===== src/rtl/inert_ptch_src.sv =====
// inert_ptch_src: configures the inertial sensor over an SPI monarch, reads pitch rate
// (and accel-Z when INERT_FUSION_EN is defined) on each sensor INT, integrates the
// offset-compensated rate into signed pitch, and pulses vld toward the PID.
// Optional feature macro: INERT_FUSION_EN (accel-Z leak toward the accelerometer pitch).
module inert_ptch_src #(
  parameter int unsigned INIT_TMR_W     = 16,
  parameter logic [15:0] PTCH_RT_OFFSET = 16'h0050,
  parameter logic [15:0] AZ_OFFSET      = 16'h00A0,
  parameter int          FUSION_GAIN    = 1024
) (
  input  logic        clk,
  input  logic        rst_n,
  input  logic        INT,
  output logic        spi_wrt,
  output logic [15:0] spi_cmd,
  input  logic        spi_done,
  input  logic [15:0] spi_rd_data,
  output logic [15:0] ptch,
  output logic [15:0] ptch_rt,
  output logic        vld
);

`ifdef INERT_FUSION_EN
  localparam bit FUSION_ON = 1'b1;
`else
  localparam bit FUSION_ON = 1'b0;
`endif

  localparam int unsigned PTCH_INT_W = 27;

  localparam logic [15:0] CMD_RD_PL = 16'hA200;
  localparam logic [15:0] CMD_RD_PH = 16'hA300;
  localparam logic [15:0] CMD_RD_AL = 16'hAC00;
  localparam logic [15:0] CMD_RD_AH = 16'hAD00;

  typedef enum logic [3:0] {
    INIT_WAIT,
    INIT_WR,
    IDLE,
    RD_PL,
    RD_PH,
    RD_AL,
    RD_AH,
    INTEG,
    VLD
  } state_t;

  state_t                        state;
  logic [INIT_TMR_W-1:0]         timer;
  logic [1:0]                    wr_idx;
  logic                          int_s1;
  logic                          int_s2;
  logic [7:0]                    rate_l;
  logic [7:0]                    rate_h;
  logic [7:0]                    az_l;
  logic [7:0]                    az_h;
  logic signed [PTCH_INT_W-1:0]  ptch_int;

  logic [15:0]                   ptch_rt_c;
  logic signed [31:0]            az_diff_c;
  logic signed [31:0]            acc_prod_c;
  logic signed [15:0]            ptch_acc_c;
  logic signed [PTCH_INT_W-1:0]  fus_term_c;
  logic signed [PTCH_INT_W-1:0]  ptch_int_nxt_c;
  logic                          unused_rd_hi;

  assign unused_rd_hi = ^spi_rd_data[15:8];

  // Sensor init writes, issued in index order
  function automatic logic [15:0] init_cmd(input logic [1:0] idx);
    case (idx)
      2'd0:    init_cmd = 16'h0D02;
      2'd1:    init_cmd = 16'h1053;
      2'd2:    init_cmd = 16'h1150;
      default: init_cmd = 16'h1460;
    endcase
  endfunction

  // Compensated rate, accel pitch estimate, leak term and next integrator value
  always_comb begin
    ptch_rt_c      = {rate_h, rate_l} - PTCH_RT_OFFSET;
    az_diff_c      = 32'(signed'({az_h, az_l})) - 32'(signed'(AZ_OFFSET));
    acc_prod_c     = az_diff_c * 32'sd327;
    ptch_acc_c     = 16'(acc_prod_c >>> 13);
    fus_term_c     = '0;
    if (FUSION_ON) begin
      fus_term_c = (ptch_acc_c > $signed(ptch)) ? PTCH_INT_W'(FUSION_GAIN)
                                                : -PTCH_INT_W'(FUSION_GAIN);
    end
    ptch_int_nxt_c = ptch_int - PTCH_INT_W'(signed'(ptch_rt_c)) + fus_term_c;
  end

  // Two-flop synchronizer for the asynchronous data-ready level
  always_ff @(posedge clk or negedge rst_n) begin
    if (!rst_n) begin
      int_s1 <= 1'b0;
      int_s2 <= 1'b0;
    end else begin
      int_s1 <= INT;
      int_s2 <= int_s1;
    end
  end

  // Sequencer: power-up wait, init writes, per-INT read burst, integrate, publish
  always_ff @(posedge clk or negedge rst_n) begin
    if (!rst_n) begin
      state    <= INIT_WAIT;
      timer    <= '0;
      wr_idx   <= 2'd0;
      spi_wrt  <= 1'b0;
      spi_cmd  <= 16'h0000;
      rate_l   <= 8'h00;
      rate_h   <= 8'h00;
      az_l     <= 8'h00;
      az_h     <= 8'h00;
      ptch_int <= '0;
      ptch     <= 16'h0000;
      ptch_rt  <= 16'h0000;
      vld      <= 1'b0;
    end else begin
      spi_wrt <= 1'b0;
      vld     <= 1'b0;
      case (state)
        INIT_WAIT: begin
          if (timer == '1) begin
            state   <= INIT_WR;
            wr_idx  <= 2'd0;
            spi_wrt <= 1'b1;
            spi_cmd <= init_cmd(2'd0);
          end else begin
            timer <= timer + INIT_TMR_W'(1);
          end
        end
        INIT_WR: begin
          if (spi_done) begin
            if (wr_idx == 2'd3) begin
              state <= IDLE;
            end else begin
              wr_idx  <= wr_idx + 2'd1;
              spi_wrt <= 1'b1;
              spi_cmd <= init_cmd(wr_idx + 2'd1);
            end
          end
        end
        IDLE: begin
          if (int_s2) begin
            state   <= RD_PL;
            spi_wrt <= 1'b1;
            spi_cmd <= CMD_RD_PL;
          end
        end
        RD_PL: begin
          if (spi_done) begin
            rate_l  <= spi_rd_data[7:0];
            state   <= RD_PH;
            spi_wrt <= 1'b1;
            spi_cmd <= CMD_RD_PH;
          end
        end
        RD_PH: begin
          if (spi_done) begin
            rate_h <= spi_rd_data[7:0];
            if (FUSION_ON) begin
              state   <= RD_AL;
              spi_wrt <= 1'b1;
              spi_cmd <= CMD_RD_AL;
            end else begin
              state <= INTEG;
            end
          end
        end
        RD_AL: begin
          if (spi_done) begin
            az_l    <= spi_rd_data[7:0];
            state   <= RD_AH;
            spi_wrt <= 1'b1;
            spi_cmd <= CMD_RD_AH;
          end
        end
        RD_AH: begin
          if (spi_done) begin
            az_h  <= spi_rd_data[7:0];
            state <= INTEG;
          end
        end
        INTEG: begin
          ptch_int <= ptch_int_nxt_c;
          ptch     <= ptch_int_nxt_c[26:11];
          ptch_rt  <= ptch_rt_c;
          vld      <= 1'b1;
          state    <= VLD;
        end
        VLD: begin
          state <= IDLE;
        end
        default: begin
          state <= INIT_WAIT;
        end
      endcase
    end
  end

endmodule


===== config.mk =====
export PLATFORM = sky130hd
export DESIGN_NAME = inert_ptch_src
export DESIGN_NICKNAME = d
export VERILOG_FILES = /design/src/rtl/inert_ptch_src.sv
export SDC_FILE = /design/constraint.sdc
export NUM_CORES = 1
export LEC_CHECK = 0
export CORE_UTILIZATION = 40
export DETAILED_ROUTE_END_ITERATION = 7
export PLACE_DENSITY = 0.62
export SKIP_CTS_REPAIR_TIMING = 1
export SYNTH_ARGS = -nofsm -noshare
export SYNTH_HDL_FRONTEND = slang
export SYNTH_SLANG_ARGS = --single-unit

===== constraint.sdc =====
create_clock -name clk -period 4.85 [get_ports clk]
set_clock_uncertainty 0.2 [all_clocks]
set_input_delay 0.485 -clock clk [delete_from_list [all_inputs] [get_ports clk]]
set_output_delay 0.485 -clock clk [all_outputs]
set_load 0.005 [all_outputs]

==> impl_metrics.toml <==
[route]
ant_nets = 0
wl_mm = 11.7
firstDrtPassIters = 5
drc = 0
avgRoutedWirePerCell_um = 14.7
first_iter_violations = 267
vias_per_cell = 5.28
num_vias = 4200

[placement]
gp_congestion = 0.871
dp_cells = 781
portBuffers = 57
dp_worst_setup_slack_ps = 885
hpwlAfterDp_mm = 8.42

[power]
peakVddDrop_uv = 122
p_per_area_nw_per_um2 = 249
clock_power_share_pct = 48.8
swShare_pct = 20.1
internal-power_w = 0.00128
finalPower_w = 0.00160
p_leak_nw = 2.90
p_seq_share_pct = 49.5
power_frac_comb_pct = 1.8
p_switching_w = 0.000323

[cells_and_area]
mostFrequentLayoutCell = "dfrtp_1"
layout_common_cells = "dfrtp_1 (95), nand2_1 (78), clkdlybuf4s50_1 (56)"
fin_cells = 796
drive_gt1_share_pct = 8.71
synthToLayoutAreaGrowth_pct = 15.7
nNetsFinal = 652
diodes = 0

[synthesis]
synth_seq_cells = 95
syn-instance-count = 591
synthesis.area_um2 = 5560
seq_area_frac_synth_pct = 42.8
syn_avg_cell_area_um2 = 9.40
async_flop_share_pct = 100
yosysUniqueCellTypes = 63
yosysWarnings = 0
synth_edf_count = 0
ys.flop_type = "dfrtp_1"

[floorplan]
die_x_um = 120
num_io_pins = 70
placementRows = 42
core_area_um2 = 13400
start_util_pct = 41.5
die_area_um2 = 14400
die_y_um = 120

[cts]
cts_root_buf = "clkbuf_16"
cts_buffers = 9
clock_latency_ps = 350
clock-sinks = 95
clk_pin_slew_worst_paths_ps = 60
cts_tree = "yes"
htreeDepth = 3
clock_path_buffers = 2

[worst_setup_path]
r2r-end = "ptch[5]$_DFFE_PN0P_"
path_max_fanout = 8
rrSetupSlack_ps = 920
timing.rr.start = "rate_l[4]$_DFFE_PN0P_"
r2r_cells = 14
crit_path_start_kind = "flip-flop"
end_kind = "flip-flop"
cp.arrival_ps = 4000
required_ps = 4920
setup.worst_path.class = "reg -> reg"

[outcome]
status = "completed"

[global_route]
antenna_found_initial = 0
grt_pass1_wl_mm = 20.0
grt_max_degree = 61
first_global_vias = 4034
grt_util_all_layers_pct = 17.7
gr-total-overflow = 0

[sta]
slew_headroom_pct = 47.5
setup_viol = 0
slew_viol_final = 0
setup_ws_ps = 922
rsz0062_at_grt = "no"
worstMarginPinSlew_ps = 788
hold_ws_ps = 12.8
min_period_over_period_pct = 81.0
max_freq_mhz = 255
hold_viol = 0
post-route-min-period_ps = 3930
finalSetupTns_ps = 0

[run]
drv_cap = 0

[worst_hold_path]
hp-class = "in -> async"
-- per-layer routing --
metal / track usage [%] / wire (um)
met1: 22.8 / 5280
met2: 29.2 / 5740
met3: 3.61 / 445
met4: 6.48 / 223
met5: 0 / 0
-- sequential cells by signal (all words and copies together), names as in the netlist, 4 cells and up --
signal	flops
spi_cmd	10
ptch	16
ptch_rt	16
ptch_int	11
rate_h	8
state	4
timer	16
rate_l	8
-- power groups by stage --
stage                     sequential (W)  clock [W]  combinational (W)
after floorplan                 0.000808          0         0.00000406
after global placement          0.000808          0          0.0000293
after detailed placement        0.000808          0          0.0000298
after CTS                       0.000793   0.000805          0.0000301
after global routing            0.000793   0.000833          0.0000327
final                           0.000793   0.000781          0.0000282
-- layout make-up --
type / instances / area [um^2]
repair buffers: 59 / 583
inverters: 18 / 67.6
clock buffers: 11 / 253
well taps: 176 / 220
fillers: 1269 / 6970
multi-input cells: 433 / 2850
clock inverters: 4 / 76.3
flip-flops and latches: 95 / 2380
-- stage by stage --
| step | utilization [%] | cell area, um^2 |
|---|---|---|
| after floorplan | - | 5570 |
| after global placement | 45.5 | 6100 |
| after detailed placement | 45.5 | 6100 |
| after CTS | 48.0 | 6430 |
| after global routing | 48.0 | 6430 |
| final | 48.0 | 6430 |
-- critical path, stage by stage (launching register included) --
cell and delay [ps]:
dfrtp_1 450, inv_1 70, ha_1 230, nor2b_1 460, nor2_1 110, xnor2_1 180
ha_1 400, nand3_1 100, a21oi_1 160, o31ai_2 140, o211ai_1 330, o2111ai_1 230
a31oi_2 390, mux2i_1 270, xnor2_1 140
-- kinds of logic after synthesis --
logic type,Yosys count,share of synthesized area [%]
adders and majority gates,18,4.10
xor gates and xnor gates,61,9.75
other,1,0.0675
DFF,95,42.8
muxes,27,5.29
buffers and inverters,66,6.19
AOI/OAI and AO/OA,111,13.3
and+or+nand+nor,212,18.5
-- how the worst max path moves through the flow --
stage,from,to,slack (ps),depth (start not counted)
floorplan,rate_l[4]$_DFFE_PN0P_,ptch[13]$_DFFE_PN0P_,1480,15
global placement,rate_l[4]$_DFFE_PN0P_,ptch[13]$_DFFE_PN0P_,970,14
detailed placement,rate_l[4]$_DFFE_PN0P_,ptch[5]$_DFFE_PN0P_,890,14
CTS,rate_l[4]$_DFFE_PN0P_,ptch[5]$_DFFE_PN0P_,860,14
global route,rate_l[4]$_DFFE_PN0P_,ptch[5]$_DFFE_PN0P_,480,14
finish,rate_l[4]$_DFFE_PN0P_,ptch[5]$_DFFE_PN0P_,920,14
-- synth_stat cells (3+ instances only) --
library cell | number | area share (%)
a21oi_1 | 22 | 2.0
a31oi_1 | 4 | 0.45
and2_1 | 4 | 0.45
and3_1 | 9 | 1.0
buf_1 | 3 | 0.20
buf_4 | 23 | 3.1
clkbuf_1 | 19 | 1.3
dfrtp_1 | 95 | 43
ha_1 | 15 | 3.4
inv_1 | 18 | 1.2
mux2_2 | 19 | 3.9
mux2i_1 | 8 | 1.4
nand2_1 | 78 | 5.3
nand2b_1 | 7 | 0.79
nand3_1 | 24 | 2.2
nand3b_1 | 3 | 0.41
nand4_1 | 9 | 1.0
nor2_1 | 38 | 2.6
nor2b_1 | 4 | 0.45
nor3_1 | 15 | 1.4
nor4_1 | 5 | 0.56
o211a_1 | 5 | 0.90
o211ai_1 | 4 | 0.54
o21a_1 | 3 | 0.41
o21ai_0 | 42 | 3.8
o31ai_1 | 5 | 0.68
or3_1 | 4 | 0.45
xnor2_1 | 38 | 6.0
xor2_1 | 22 | 3.5
Power figures use the tool's default switching activity.
